**src/rtl/res_desp_seq.sv**
```systemverilog
// Sequential subtract-with-borrow followed by a left shift of 0/1/2/SH3 bits, one bit per clock.
// Operands and result each move through a valid/ready handshake; one operation in flight.
module res_desp_seq #(
  parameter int unsigned WIDTH = 8,
  parameter int unsigned SH3   = 5
) (
  input  logic             clk,
  input  logic             rst_n,
  input  logic [WIDTH-1:0] op1,
  input  logic [WIDTH-1:0] op2,
  input  logic [1:0]       sel,
  input  logic             in_valid,
  output logic             in_ready,
  output logic [WIDTH:0]   s_out,
  output logic             ovf,
  output logic             out_valid,
  input  logic             out_ready
);

  localparam int unsigned CW = $clog2(WIDTH);

  typedef enum logic [1:0] {StIdle, StSub, StShift, StDone} state_e;

  state_e           r_state;
  state_e           w_state_next;
  logic [WIDTH-1:0] r_op1;
  logic [WIDTH-1:0] r_op2;
  logic [WIDTH-1:0] r_data;
  logic             r_borrow;
  logic             r_ovf;
  logic [CW-1:0]    r_shamt;
  logic [CW-1:0]    r_cnt;
  logic [CW-1:0]    w_shamt;
  logic [WIDTH:0]   w_diff;

  always_comb begin
    w_shamt = '0;
    case (sel)
      2'b00:   w_shamt = '0;
      2'b01:   w_shamt = CW'(1);
      2'b10:   w_shamt = CW'(2);
      default: w_shamt = CW'(SH3);
    endcase
  end

  // Zero-extended subtraction: the extra MSB is the borrow.
  assign w_diff = {1'b0, r_op1} - {1'b0, r_op2};

  always_comb begin
    w_state_next = r_state;
    case (r_state)
      StIdle:  if (in_valid) w_state_next = StSub;
      StSub:   w_state_next = (r_shamt != '0) ? StShift : StDone;
      StShift: if (r_cnt == CW'(1)) w_state_next = StDone;
      StDone:  if (out_ready) w_state_next = StIdle;
      default: w_state_next = StIdle;
    endcase
  end

  always_ff @(posedge clk or negedge rst_n) begin
    if (!rst_n) begin
      r_state <= StIdle;
    end else begin
      r_state <= w_state_next;
    end
  end

  always_ff @(posedge clk or negedge rst_n) begin
    if (!rst_n) begin
      r_op1    <= '0;
      r_op2    <= '0;
      r_shamt  <= '0;
      r_data   <= '0;
      r_borrow <= 1'b0;
      r_ovf    <= 1'b0;
      r_cnt    <= '0;
    end else begin
      case (r_state)
        StIdle: begin
          if (in_valid) begin
            r_op1   <= op1;
            r_op2   <= op2;
            r_shamt <= w_shamt;
          end
        end
        StSub: begin
          r_borrow <= w_diff[WIDTH];
          r_data   <= w_diff[WIDTH-1:0];
          r_ovf    <= 1'b0;
          r_cnt    <= r_shamt;
        end
        StShift: begin
          r_data <= {r_data[WIDTH-2:0], 1'b0};
          r_ovf  <= r_ovf | r_data[WIDTH-1];
          r_cnt  <= r_cnt - CW'(1);
        end
        default: ;
      endcase
    end
  end

  assign in_ready  = (r_state == StIdle);
  assign out_valid = (r_state == StDone);
  assign s_out     = {r_borrow, r_data};
  assign ovf       = r_ovf;

endmodule

```
**config.mk**
```make
export PLATFORM = sky130hd
export DESIGN_NAME = res_desp_seq
export DESIGN_NICKNAME = d
export VERILOG_FILES = /design/src/rtl/res_desp_seq.sv
export SDC_FILE = /design/constraint.sdc
export NUM_CORES = 1
export LEC_CHECK = 0
export ABC_CLOCK_PERIOD_IN_PS = 4420
export BUFFER_PORTS_ARGS = -buffer_cell sky130_fd_sc_hd__buf_2
export CAP_MARGIN = 20
export CORE_MARGIN = 2
export CORE_UTILIZATION = 50
export DETAILED_ROUTE_END_ITERATION = 7
export PLACE_DENSITY = 0.73
export SYNTH_ARGS = -nofsm -noshare
export SYNTH_HDL_FRONTEND = slang
export SYNTH_SLANG_ARGS = --single-unit
```
**constraint.sdc**
```tcl
create_clock -name clk -period 4.42 [get_ports clk]
set_input_delay 1.326 -clock clk [delete_from_list [all_inputs] [get_ports clk]]
set_output_delay 1.326 -clock clk [all_outputs]
set_load 0.02 [all_outputs]
```
# == Word level (Yosys, flattened, before mapping) ==
# Index checks and enable logic that the tools add are counted.
# totals
register_bits,34
in_bits,22
out_inout_bits,12
wordCells,35
# classes
add_sub_neg,2
eq_ne,9
muxes,9
n_bitwise,1
n_reduce_logical,6
# op_table
op,n
8-bit one-hot mux with 2 select lines,1
3-bit one-hot mux with 3 select lines,1
8-bit by 8-bit subtractor with 9-bit output,1
2-bit one-hot mux with 4 select lines,1
"2-bit == test, second input constant",3
2-bit 2-to-1 mux,3
3-bit one-hot mux with 2 select lines,1
"2-bit by 1-bit == test with 1-bit output, second input constant",2
2-bit zero test,2
"2-bit inequality test, second input constant",2
"3-bit by 1-bit == test with 1-bit output, second input constant",1
3-bit AND reduction,1
3-bit nonzero test,1
"3-bit by 1-bit subtractor with 3-bit output, second input constant",1
"2-bit by 1-bit inequality test with 1-bit output, second input constant",1
1-bit one-hot mux with 2 select lines,1
2-bit AND reduction,1
2-bit nonzero test,1
1-bit 2-to-1 mux,1
1-bit OR,1

# == Logic depth before layout (Yosys ltp) ==
# Gate-level depths: netlist of run 1.
# depth
ltp_word,3
depth_mapped,8
ltp_nobuf,8

# == Worst setup path before layout of run 1 ==
# No wires, ideal clock.
# synth_path
path_kind,input -> register
start,input out_ready
end,register r_state[0]
setup_ps,131
t_arrival_ps,2071
t_required_ps,4289
setup_slack_ps,2218
stages,4
path_buffers,0
cell_sequence,inv_1 > a222oi_1 > nor4b_1 > a21oi_1
# synth_between
elab_chain_cells,2
# synth_rtl
item,line_no,rtl
"start, declared",17,input logic out_ready
2-bit by 1-bit inequality test with 1-bit output (no source line),n/a,
3-bit AND reduction (no source line),n/a,
"end signal, assigned",62,r_state <= StIdle;
"end signal, assigned",64,r_state <= w_state_next;
"end, declared",24,state_e r_state;
# Every way passes these cells.
# A chain may end at the register's enable or synchronous reset.

# == Worst setup path in the final report of run 1 ==
# layout_path
start,register r_state[0]
end,output in_ready
# layout_between
elab_chain_cells,1
# layout_rtl
item,line_no,rtl
2-bit zero test,102,assign in_ready = (r_state == StIdle);
"end, declared",13,"output logic in_ready,"
# Every way passes these cells.

==> flow_summary.yaml, run 1 <==
power_and_ir_drop:
  clkPwrFrac_pct: 9.4
  power.switching_mw: 0.8222
  irDropWorstVdd_mv: 0.4127
  power.internal_mw: 1.030
  p_seq_share_pct: 31.6
  p_sw_share_pct: 44.40
  combPwrFrac_pct: 59.0
  leakage_nw: 1.003
  power_mw: 1.852
  power.density_nw_per_um2: 891.1
die:
  pin_count: 34
  design.core.area_um2: 3416
  fp.dieW_um: 64.49
  placementRows: 21
  start_util_pct: 53.55
  die_area_um2: 4158
  die_h_um: 64.49
grt:
  antenna_found_initial: 0
  grt_max_degree: 35
  grt_pass1_wl_mm: 5.402
  overflow: 0
  grt_usage_pct: 16.81
  grt_pass1_vias: 1302
synth:
  yosys_register_bits: 34
  ys_seq_area_share_pct: 46.51
  yosysTopAreaCell: "dfrtp_1"
  netlist_instances: 179
  synth_flop_cell: "dfrtp_1"
  synth_area_leaders: "dfrtp_1 (47%), mux2_2 (11%), ha_1 (9.6%), a21oi_1 (4.4%), inv_1 (3.5%)"
  yosys.area.top_type_share_pct: 46.51
  mappedNetlistNets: 216
  yosysUniqueCellTypes: 30
  yosys_warnings: 0
  syn_area_um2: 1829
  synth_edf_count: 0
  synthArstFlopShare_pct: 100.0
  synth_most_common_cell: "dfrtp_1"
  post_synth.cell_area_avg_um2: 10.22
  synth_common_cells: "dfrtp_1 (34), mux2_2 (18), inv_1 (17)"
drt:
  ant_nets: 0
  drc: 0
  routed_wirelength_mm: 3.174
  wl_per_cell_um: 12.25
  drt_iter0_markers: 111
  vias: 1379
  drtPass1Iterations: 4
  viasPerCell: 5.324
layout:
  final_area_um2: 2078
  nNetsFinal: 249
  antenna_cells: 0
  area_delta_synth_final_pct: 13.61
  drive_above_1_share_pct: 27.70
cts:
  root_buffer: "clkbuf_4"
  clock_sinks: 34
  clk_pin_slew_ns: 0.10
  cts_tree: "yes"
  hold_buffers: 0
  clock_latency_ns: 0.32
  cts_setup_buffers: 0
  clk_path_buf_depth: 2
  cts.repair.resized: 0
  cts.htree.levels: 2
  numCtsBuffers: 5
worst_hold_path:
  holdPathStages: 1
  min_path_type: "flip-flop to flip-flop"
  hold_start: "r_op2[3]"
  min_to: "r_op2[3]"
flow_run:
  max_cap_viol_count: 0
worst_setup_path:
  arrival_ns: 1.31
  path_class: "flip-flop to output pin"
  reg2reg_from: "r_op1[0]"
  cp_slowest_cell: "dfrtp_1"
  crit_fanout: 5
  critical_path_required_ns: 3.09
  startpoint: "r_state[0]"
  r2r_cells: 8
  crit_path_cell_trace: "inv_1 > ha_1 > buf_2"
  worstSetupEndpointType: "output pin"
  max_stage_delay_ns: 0.42
  startpoint_type: "flip-flop"
  regToRegSetupSlack_ns: 2.40
  r2r-end: "r_data[6]"
status:
  status: "finished, final reports clean"
place:
  place.gp.congestion: 0.7740
  port_buffers: 33
  hpwl_mm: 2.458
  placed_area_um2: 2018
sta:
  setup_viol: 0
  fin_crit_ns: 2.640
  period_share_pct: 59.74
  relSlewSlack_pct: 49.40
  worstMarginPinSlew_ns: 0.7590
  clock_skew_ns: 0.006695
  fmax_mhz: 378.7
  slew_viol_final: 0
  grt_setup_unrepaired: "no"
  timing.setup.tns_ns: 0
  finalHoldViolCount: 0
==> layer usage <==
layer / vias to the layer above / wire (µm) / GRT usage [%]
met5: - / 0 / 0
met4: 0 / 17 / 4.787
met3: 2 / 179 / 5.035
met2: 39 / 1552 / 29.56
met1: 646 / 1424 / 19.95
li1: 692 / - / -
==> power by group through the flow <==
stage	Combinational, mW	Sequential, mW	Clock (mW)
after floorplan	0.831	0.614	0
after global routing	1.22	0.606	0.198
after global placement	1.05	0.583	0
after CTS	1.10	0.586	0.181
after detailed placement	1.09	0.593	0
final	1.09	0.586	0.174
==> cell families after synthesis <==
kind of cell / after synthesis / share of synthesized area (%)
muxes: 18 / 11.08
xor gates and xnor gates: 2 / 0.9578
AOI/OAI and AO/OA: 43 / 14.16
adders and majority gates: 15 / 10.67
buffers and inverters: 24 / 5.335
and+or+nand+nor: 43 / 11.29
DFF: 34 / 46.51
==> state kept, by name, indices dropped and copies added, names as in the netlist <==
name,cells
r_borrow,1
r_data,8
r_cnt,3
r_op1,8
ovf,1
r_op2,8
r_shamt,3
r_state,2
==> critical path, delay by kind of cell, from the launching register on <==
kind       cells  cell delay [ns]
fa+ha+maj      1             0.25
flops          1             0.42
buf+inv        2             0.32
==> worst max-delay path by stage <==
stage	endpoint	slack [ns]	depth (start not counted)
2_1_floorplan	r_state[0]	2.22	4
3_3_place_gp	r_op2[2]	1.91	3
3_5_place_dp	r_op1[7]	1.88	3
4_1_cts	in_ready	1.78	3
5_1_grt	in_ready	1.69	3
6_report	in_ready	1.78	3
==> cell usage in the layout, fill, tap and decap left out, drive strengths merged, types with 2 or more instances in the layout <==
cell type	count
a31oi	4
nor2	13
clkbuf	7
nor4b	2
ha	14
nor2b	6
xor2	2
o21ai	11
nand3	4
a21oi	16
nand2	11
buf	33
o21a	3
nor3	2
o211ai	2
inv	17
mux2	18
dfrtp	34
nand2b	4
==> per-stage QoR <==
stage | hold WS, ns | cells | utilization [%] | setup slack [ns]
after floorplan | 0.4672 | 179 | - | 2.218
after global placement | 0.4894 | 251 | 59.08 | 1.913
after detailed placement | 0.4941 | 251 | 59.08 | 1.882
after CTS | 0.5174 | 259 | 60.84 | 1.775
after global routing | 0.5305 | 259 | 60.84 | 1.686
final | 0.5106 | 259 | 60.84 | 1.780
==> final cells by class <==
type / count / area, µm²
clock buffer: 7 / 55.05
clock inverter: 1 / 5.005
fill: 301 / 1338
inverter: 17 / 63.81
multi-input combinational: 121 / 880.8
sequential: 34 / 850.8
tap: 46 / 57.56
timing repair buffer: 33 / 165.2
Note: power is estimated with default switching activity, not from simulation.
==> run 2, diff against run 1 <==
Settings changed: ABC_CLOCK_PERIOD_IN_PS 4420 to 2600.
Clock period 4.42 ns to 2.6 ns, I/O delays scaled along.
==> run 2 against run 1 <==
- clock power grew 73%
- sequential share of layout area shrank 0.15 points
- total power grew 72%
- critical path type unchanged
- largest cell class unchanged
==> flow_summary.yaml, run 2 (synthesis results as in run 1) <==
status:
  status: "finished, final reports clean"
worst_setup_path:
  worstSetupEndpointType: "output pin"
  critical_path_required_ns: 1.82
  arrival_ns: 1.32
  startpoint_type: "flip-flop"
  path_class: "flip-flop to output pin"
  crit_fanout: 5
place:
  port_buffers: 33
  place.gp.congestion: 0.7672
  placed_cells: 252
  hpwl_mm: 2.514
sta:
  setup_viol: 0
  slew_viol_final: 0
  timing.setup.tns_ns: 0
  finalHoldViolCount: 0
  fmax_mhz: 476.6
  clock_skew_ns: 0.01030
  grt_setup_unrepaired: "no"
  relSlewSlack_pct: 46.71
  period_share_pct: 80.70
  fin_crit_ns: 2.098
  worstMarginPinSlew_ns: 0.7975
power_and_ir_drop:
  irDropWorstVdd_mv: 0.6901
  leakage_nw: 1.008
  power.density_nw_per_um2: 1523
layout:
  nNetsFinal: 250
  area_delta_synth_final_pct: 14.02
  drive_above_1_share_pct: 28.04
  fillers: 297
  antenna_cells: 0
  finalCoreUtilization_pct: 61.06
  reg.largest.list: "r_data (8), r_op1 (8), r_op2 (8)"
  final_common_cell: "dfrtp_1"
  final_cells: 260
  layout_common_cells: "dfrtp_1 (34), buf_2 (33), mux2_2 (18)"
cts:
  clk_pin_slew_ns: 0.10
  clk_path_buf_depth: 2
  cts.repair.resized: 0
  clock_sinks: 34
  root_buffer: "clkbuf_4"
  cts_setup_buffers: 0
  numCtsBuffers: 5
  cts_tree: "yes"
  cts.htree.levels: 2
  clock_latency_ns: 0.33
  hold_buffers: 0
die:
  die_h_um: 64.49
  pin_count: 34
  start_util_pct: 53.55
  fp.dieW_um: 64.49
  design.core.area_um2: 3416
  die_area_um2: 4158
  placementRows: 21
worst_hold_path:
  min_path_type: "input port to asynchronous set/reset pin"
grt:
  overflow: 0
  grt_pass1_wl_mm: 5.658
  grt_max_degree: 35
  antenna_found_initial: 0
  grt_pass1_vias: 1310
  grt_usage_pct: 17.68
drt:
  wl_per_cell_um: 12.75
  ant_nets: 0
  viasPerCell: 5.258
  drtPass1Iterations: 4
  vias: 1367
  drc: 0
  routed_wirelength_mm: 3.314
  drt_iter0_markers: 62
flow_run:
  max_cap_viol_count: 0
[run 2: worst paths after layout]
check / endpoint / cells past startpoint / slack, ns / from
setup / recovery: in_ready / 3 / 0.50 / r_state[0]
hold / removal: r_data[2] / 1 / 0.50 / rst_n
setup reg to reg: r_borrow / 8 / 0.69 / r_op1[0]
hold reg to reg: r_op2[3] / 1 / 0.51 / r_op2[3]
max in group asynchronous: r_op1[3] / 1 / 1.62 / rst_n
min in group clk: r_op2[3] / 1 / 0.51 / r_op2[3]
[run 2: metal layers]
layer | vias up | track usage (%) | part of all wire [%]
met1 | 646 | 22.02 | 45
met4 | 0 | 5.585 | 0.84
li1 | 688 | - | -
met2 | 29 | 29.17 | 49
met3 | 4 | 5.903 | 5.0
met5 | - | 0 | 0
[run 2: critical path, cell delays in order, from the launching register on]
cell and delay [ns]:
dfrtp_1 0.41, inv_1 0.13, ha_1 0.25, buf_2 0.19
[run 2: layout make-up]
type,instances,area [µm²],share of cell area (%)
Multi-Input combinational cell,121,880.8,42.23
Sequential cell,34,850.8,40.79
Timing Repair Buffer,34,172.7,8.278
Inverter,17,63.81,3.059
Tap cell,46,57.56,2.759
Clock buffer,7,55.05,2.639
Clock inverter,1,5.005,0.2400
[run 2: metrics by stage]
step / hold slack [ns] / setup slack, ns / power, mW / instance area [µm²]
6_report: 0.5026 / 0.5018 / 3.177 / 2086
5_1_grt: 0.5298 / 0.3905 / 3.510 / 2086
4_1_cts: 0.5084 / 0.4787 / 3.195 / 2086
3_5_place_dp: 0.4952 / 0.5930 / 2.882 / 2026
3_3_place_gp: 0.4894 / 0.6408 / 2.796 / 2026
2_1_floorplan: 0.4672 / 0.9394 / 2.457 / 1829
[run 2: report_power, final]
group / switching, mW / leakage (nW) / internal [mW] / total [mW]
Combinational: 1.06 / 0.569 / 0.819 / 1.88
Sequential: 0.179 / 0.404 / 0.817 / 0.996
Clock: 0.170 / 0.0353 / 0.131 / 0.301
Total: 1.41 / 1.01 / 1.77 / 3.18
